`src/rtl/uart_tx_arbiter.sv`:
```
//------------------------------------------------------------------------------
// uart_tx_arbiter
//   Round-robin arbiter and sequencer that shares one uart_tx between NUM_REQ
//   byte requesters. One byte is accepted per valid/ready handshake and handed
//   to the transmitter with a single-cycle start pulse; the transmitter busy
//   flag is tracked so that only one frame is ever in flight.
//
// Parameters
//   NUM_REQ       number of requesters (2..8)
//   BUSY_TIMEOUT  cycles to wait for i_tx_busy to rise after start (1..255)
//
// Ports
//   i_clk          system clock
//   i_rst_n        asynchronous active-low reset
//   i_req_valid    per-requester byte valid, held until ready
//   i_req_data     byte for requester k on [8k+7:8k]
//   i_req_lock     keep the grant for the next byte (lock build only)
//   o_req_ready    accept strobe, transfer = valid & ready
//   o_grant        one-hot current owner, 0 when idle
//   o_tx_data      byte to uart_tx
//   o_tx_start     single-cycle start pulse to uart_tx
//   i_tx_busy      busy flag from uart_tx
//   o_active       high in every state except IDLE
//   o_err_timeout  single-cycle pulse when busy never rose after start
//
// Build option
//   UART_ARB_LOCK_EN  adds the LOCKED state so a requester holding i_req_lock
//                     keeps ownership across consecutive bytes.
//------------------------------------------------------------------------------
module uart_tx_arbiter #(
   parameter int unsigned NUM_REQ      = 4,
   parameter int unsigned BUSY_TIMEOUT = 7
) (
   input  logic                 i_clk,
   input  logic                 i_rst_n,
   input  logic [NUM_REQ-1:0]   i_req_valid,
   input  logic [8*NUM_REQ-1:0] i_req_data,
   input  logic [NUM_REQ-1:0]   i_req_lock,
   output logic [NUM_REQ-1:0]   o_req_ready,
   output logic [NUM_REQ-1:0]   o_grant,
   output logic [7:0]           o_tx_data,
   output logic                 o_tx_start,
   input  logic                 i_tx_busy,
   output logic                 o_active,
   output logic                 o_err_timeout
);

   localparam int unsigned PW = $clog2(NUM_REQ);
   localparam logic [PW:0]   NREQ_W   = (PW+1)'(NUM_REQ);
   localparam logic [PW-1:0] LAST_IDX = PW'(NUM_REQ-1);
   localparam logic [7:0]    TMO      = 8'(BUSY_TIMEOUT);

   typedef enum logic [2:0] {
      S_IDLE,
      S_ACCEPT,
      S_START,
      S_WAIT_BUSY,
      S_WAIT_DONE
`ifdef UART_ARB_LOCK_EN
      , S_LOCKED
`endif
   } state_t;

   state_t              state_q, state_d;
   logic [PW-1:0]       ptr_q, ptr_d;
   logic [PW-1:0]       owner_q, owner_d;
   logic [NUM_REQ-1:0]  grant_q, grant_d;
   logic [7:0]          data_q, data_d;
   logic [7:0]          cnt_q, cnt_d;

   logic                win_found;
   logic [PW-1:0]       win_idx;
   logic                sel_valid;
   logic [7:0]          sel_data;
   logic [PW-1:0]       ptr_next;

   // Rotating priority search: index (ptr + i) mod NUM_REQ, first valid wins.
   always_comb begin
      logic [PW:0] sum;
      win_found = 1'b0;
      win_idx   = '0;
      sum       = '0;
      for (int unsigned i = 0; i < NUM_REQ; i++) begin
         sum = {1'b0, ptr_q} + (PW+1)'(i);
         if (sum >= NREQ_W) begin
            sum = sum - NREQ_W;
         end
         if (!win_found && i_req_valid[sum[PW-1:0]]) begin
            win_found = 1'b1;
            win_idx   = sum[PW-1:0];
         end
      end
   end

   // Owner's request lines, selected by the registered owner index.
   always_comb begin
      sel_valid = 1'b0;
      sel_data  = '0;
      for (int unsigned k = 0; k < NUM_REQ; k++) begin
         if (owner_q == PW'(k)) begin
            sel_valid = i_req_valid[k];
            sel_data  = i_req_data[k*8 +: 8];
         end
      end
   end

`ifdef UART_ARB_LOCK_EN
   logic sel_lock;
   always_comb begin
      sel_lock = 1'b0;
      for (int unsigned k = 0; k < NUM_REQ; k++) begin
         if (owner_q == PW'(k)) begin
            sel_lock = i_req_lock[k];
         end
      end
   end
`else
   logic unused_lock;
   assign unused_lock = ^i_req_lock;
`endif

   assign ptr_next = (owner_q == LAST_IDX) ? '0 : owner_q + PW'(1);

   always_ff @(posedge i_clk or negedge i_rst_n) begin
      if (!i_rst_n) begin
         state_q <= S_IDLE;
         ptr_q   <= '0;
         owner_q <= '0;
         grant_q <= '0;
         data_q  <= '0;
         cnt_q   <= '0;
      end else begin
         state_q <= state_d;
         ptr_q   <= ptr_d;
         owner_q <= owner_d;
         grant_q <= grant_d;
         data_q  <= data_d;
         cnt_q   <= cnt_d;
      end
   end

   always_comb begin
      state_d       = state_q;
      ptr_d         = ptr_q;
      owner_d       = owner_q;
      grant_d       = grant_q;
      data_d        = data_q;
      cnt_d         = cnt_q;
      o_req_ready   = '0;
      o_tx_start    = 1'b0;
      o_err_timeout = 1'b0;
      case (state_q)
         S_IDLE: begin
            // Busy high here means a frame from before reset is still draining.
            if (win_found && !i_tx_busy) begin
               grant_d = {{(NUM_REQ-1){1'b0}}, 1'b1} << win_idx;
               owner_d = win_idx;
               state_d = S_ACCEPT;
            end
         end
         S_ACCEPT: begin
            o_req_ready = grant_q;
            if (sel_valid) begin
               data_d  = sel_data;
               ptr_d   = ptr_next;
               state_d = S_START;
            end else begin
               // Requester withdrew: give up the slot without moving the pointer.
               grant_d = '0;
               state_d = S_IDLE;
            end
         end
         S_START: begin
            o_tx_start = 1'b1;
            cnt_d      = '0;
            state_d    = S_WAIT_BUSY;
         end
         S_WAIT_BUSY: begin
            if (i_tx_busy) begin
               state_d = S_WAIT_DONE;
            end else if (cnt_q == TMO) begin
               o_err_timeout = 1'b1;
               grant_d       = '0;
               state_d       = S_IDLE;
            end else begin
               cnt_d = cnt_q + 8'd1;
            end
         end
         S_WAIT_DONE: begin
            if (!i_tx_busy) begin
`ifdef UART_ARB_LOCK_EN
               if (sel_lock) begin
                  state_d = S_LOCKED;
               end else begin
                  grant_d = '0;
                  state_d = S_IDLE;
               end
`else
               grant_d = '0;
               state_d = S_IDLE;
`endif
            end
         end
`ifdef UART_ARB_LOCK_EN
         S_LOCKED: begin
            if (sel_valid) begin
               state_d = S_ACCEPT;
            end else if (!sel_lock) begin
               grant_d = '0;
               state_d = S_IDLE;
            end
         end
`endif
         default: begin
            grant_d = '0;
            state_d = S_IDLE;
         end
      endcase
   end

   assign o_grant   = grant_q;
   assign o_tx_data = data_q;
   assign o_active  = (state_q != S_IDLE);

endmodule

```
`config.mk`:
```
export PLATFORM = sky130hd
export DESIGN_NAME = uart_tx_arbiter
export DESIGN_NICKNAME = d
export VERILOG_FILES = /design/src/rtl/uart_tx_arbiter.sv
export SDC_FILE = /design/constraint.sdc
export NUM_CORES = 1
export LEC_CHECK = 0
export CORE_UTILIZATION = 35
export CTS_BUF_LIST = sky130_fd_sc_hd__clkbuf_2 sky130_fd_sc_hd__clkbuf_4 sky130_fd_sc_hd__clkbuf_8
export DETAILED_ROUTE_END_ITERATION = 7
export GPL_TIMING_DRIVEN = 0
export HOLD_SLACK_MARGIN = 0.12
export PLACE_DENSITY = 0.71
export SLEW_MARGIN = 20
export SYNTH_ARGS = -nofsm -noshare
export SYNTH_HDL_FRONTEND = slang
export SYNTH_SLANG_ARGS = --single-unit
```
`constraint.sdc`:
```
create_clock -name i_clk -period 1.8 [get_ports i_clk]
set_input_delay 0.36 -clock i_clk [delete_from_list [all_inputs] [get_ports i_clk]]
set_output_delay 0.36 -clock i_clk [all_outputs]
set_load 0.005 [all_outputs]
```
==> flow_metrics.env <==
export IMPL_wirelength_mm=5.31
export IMPL_fin_nets=320
export IMPL_dr_first_iter_drc_count=111
export IMPL_clock_sinks=27
export IMPL_status="finished with violations"
export IMPL_drv_slew=0
export IMPL_synth_edf_count=0
export IMPL_final_util_pct=62.2
export IMPL_setup_ws_ns=-0.102
export IMPL_cts_tree="yes"
export IMPL_synth_mux_area_share_pct=2.89
export IMPL_rsz0062_at_grt="yes"
export IMPL_cp_slowest_stage_delay_ns=0.42
export IMPL_rows=24
export IMPL_numCtsBuffers=3
export IMPL_synth_top_family_by_area="simple AND/OR/NAND/NOR gates"
export IMPL_clk_latency_ns=0.28
export IMPL_grt_overflow_total=0
export IMPL_max_freq_mhz=526
export IMPL_netlist_instances=183
export IMPL_drc=10
export IMPL_htree_levels=1
export IMPL_synth_ff_type="dfrtp_1"
export IMPL_fin_worst_skew_ns=0.0124
export IMPL_hold_violations=0
export IMPL_critPathMaxFanout=4
export IMPL_drive_above_1_share_pct=33.2
export IMPL_cts_root_buf="clkbuf_8"
export IMPL_chipWidth_um=70.6
export IMPL_drt_pass1_iter_count=7
export IMPL_area_growth_pct=67.8
export IMPL_antenna_found_initial=0
export IMPL_hp_class="primary input to async pin"
export IMPL_cp_common_cell="buf_6"
export IMPL_antenna_cells=0
export IMPL_ir_worst_vdd_uv=666
export IMPL_ys_seq_area_share_pct=41.0
export IMPL_dpl_cell_count=292
export IMPL_clkTransAtPathRegs_ns=0.10
export IMPL_vias=1724
export IMPL_async_flop_share_pct=100
export IMPL_synth_avg_cell_area_um2=9.00
export IMPL_stdcell_count=323
export IMPL_synthAdderAreaFrac_pct=3.80
export IMPL_postRouteAntennaNets=0
export IMPL_finalCritPeriodShare_pct=106
export IMPL_ys_ff_latch=27
export IMPL_grt_max_degree=28
export IMPL_hold_buffers=0
export IMPL_yosys_area_share_simple_pct=24.2
export IMPL_gp_congestion=0.895
export IMPL_p_per_area_nw_per_um2=1510
export IMPL_synthesis_area_um2=1650
export IMPL_worst_path_buf_inv=4
export IMPL_cp_arrival_ns=2.08
export IMPL_grt_pass1_wl_mm=7.94
export IMPL_yosysWarningCount=0
export IMPL_crit_chain="buf_6, nor3b_4, buf_6, buf_6, nor3b_4, a32o_2, buf_6, mux2_4"
export IMPL_synth_compound_area_share_pct=21.3
export IMPL_numPortBuffers=57
export IMPL_cp_end_kind="flip-flop"
export IMPL_die_h_um=70.6
export IMPL_wl_per_cell_um=16.4
export IMPL_grtUsageTotal_pct=20.3
export IMPL_io_pins=62
export IMPL_place_hpwl_mm=3.09
export IMPL_cp_slowest_cell="dfrtp_2"
export IMPL_clock_path_buffers=2
export IMPL_slew_headroom_pct=44.8
export IMPL_coreArea_um2=4440
export IMPL_cp_start_kind="flip-flop"
export IMPL_p_leak_nw=1.18
export IMPL_violations="DRC, setup timing"
export IMPL_worst_pin_slew_ns=0.823
export IMPL_via_per_inst=5.34
export IMPL_synth_xor_area_share_pct=2.66
export IMPL_setup_viol=15
export IMPL_reg2reg_slack_ns=-0.10
export IMPL_fin_crit_ns=1.90
export IMPL_die_area_um2=4980
export IMPL_cap_violations=0
export IMPL_setup_worst_path_class="flip-flop to flip-flop"
export IMPL_syn_nets=231
export IMPL_initial_utilization_pct=37.0
export IMPL_ys_types=38
export IMPL_required_ns=1.97
export IMPL_grt_pass1_vias=1668
export IMPL_cp_top_family="buffers and inverters"
export IMPL_p_total_mw=4.18
-- per-stage QoR --
stage          instance area (µm²)  TNS (ns)  hold WS (ns)  worst slack (ns)
3_3_place_gp                  2290     -8.23         0.484            -0.435
3_5_place_dp                  2280     -5.48         0.427            -0.433
4_1_cts                       2610    -0.320         0.121            -0.186
2_1_floorplan                 1650         0        0.0644           0.00163
5_1_grt                       2760     -2.30         0.153            -0.180
6_report                      2760    -0.860        0.0994            -0.102
-- registers in the layout (all words and copies together), names as in the netlist --
| signal | count |
|---|---|
| o_tx_data | 8 |
| o_grant | 4 |
| state_q | 3 |
| ptr_q | 2 |
| owner_q | 2 |
| cnt_q | 8 |
-- cell type report --
cell class | instances | area (µm²)
plain buffers | 7 | 62.6
clock buffers | 4 | 48.8
fillers | 372 | 1680
inverters | 4 | 15.0
multi-input cells | 142 | 1120
flip-flops and latches | 27 | 681
well taps | 52 | 65.1
repair buffers | 87 | 774
-- worst paths after layout --
check / depth (start not counted) / start / end
min in group i_clk: 1 / o_grant[0] / o_grant[0]
worst min register to register: 1 / o_grant[0] / o_grant[0]
worst max-delay path: 8 / state_q[2] / ptr_q[1]
worst max register to register: 8 / state_q[2] / ptr_q[1]
max in group asynchronous: 1 / i_rst_n / state_q[2]
worst min-delay path: 1 / i_rst_n / o_tx_data[6]
-- report_power, final --
part	switching (mW)	total [mW]	internal, mW
registers	0.223	1.07	0.845
logic	1.23	2.74	1.51
clock network	0.196	0.370	0.174
total	1.65	4.18	2.53
-- routing by layer --
layer,up-vias,GRT usage (%),part of all wire (%)
li1,839,-,-
met1,825,25.3,41
met2,46,36.2,52
met3,14,3.56,4.4
met4,0,6.00,2.4
met5,-,0,0
-- logic make-up after synthesis --
kind of cell             after synthesis
AND/OR/NAND/NOR                       75
XOR/XNOR                               5
buffers and inverters                 14
adder cells (fa/ha/maj)                5
flip-flops                            27
multiplexers                           4
AO/OA/AOI/OAI                         53
-- cell usage in the layout (no fill, tap or decap), drive strengths merged, types with 4 or more instances in the layout --
master / count
ha: 5
a21o: 5
a21oi: 25
nand3: 5
buf: 38
clkbuf: 11
dfrtp: 27
a22o: 5
nor3: 11
clkdlybuf4s50: 44
nor2b: 13
dlygate4sd2: 5
inv: 4
or3: 4
and2: 4
a221oi: 9
nor2: 18
nor3b: 4
o21ai: 4
nand2: 9
-- cell usage after synthesis, types with 3 or more instances --
library cell  number  area share [%]
nor2b_1           12             4.6
nor3_1            11             3.3
nand3_1            5             1.5
nor3b_1            3             1.4
nand2_1            9             2.1
inv_1              4            0.91
dfrtp_1           27              41
a221oi_1           9             4.8
a211oi_1           3             1.4
xnor2_1            3             1.6
and2_1             4             1.5
clkbuf_1           7             1.6
nor2_1            18             4.1
a21o_1             5             2.3
ha_1               5             3.8
or3_1              4             1.5
a22o_1             5             2.7
a21oi_1           25             7.6
-- worst reg2reg max path, cell delays in order (launching register included) --
cell and delay (ns):
dfrtp_2 0.42, buf_6 0.12, nor3b_4 0.25, buf_6 0.14, buf_6 0.10, nor3b_4 0.18
a32o_2 0.18, buf_6 0.13, mux2_4 0.29
-- timing repair --
action | CTS | global route
gates resized for setup | 64 | 31
buffers inserted | 24 | 6
pin swaps | 13 | 8
setup endpoints to repair | 24 | 26
Power figures use the tool's default switching activity.
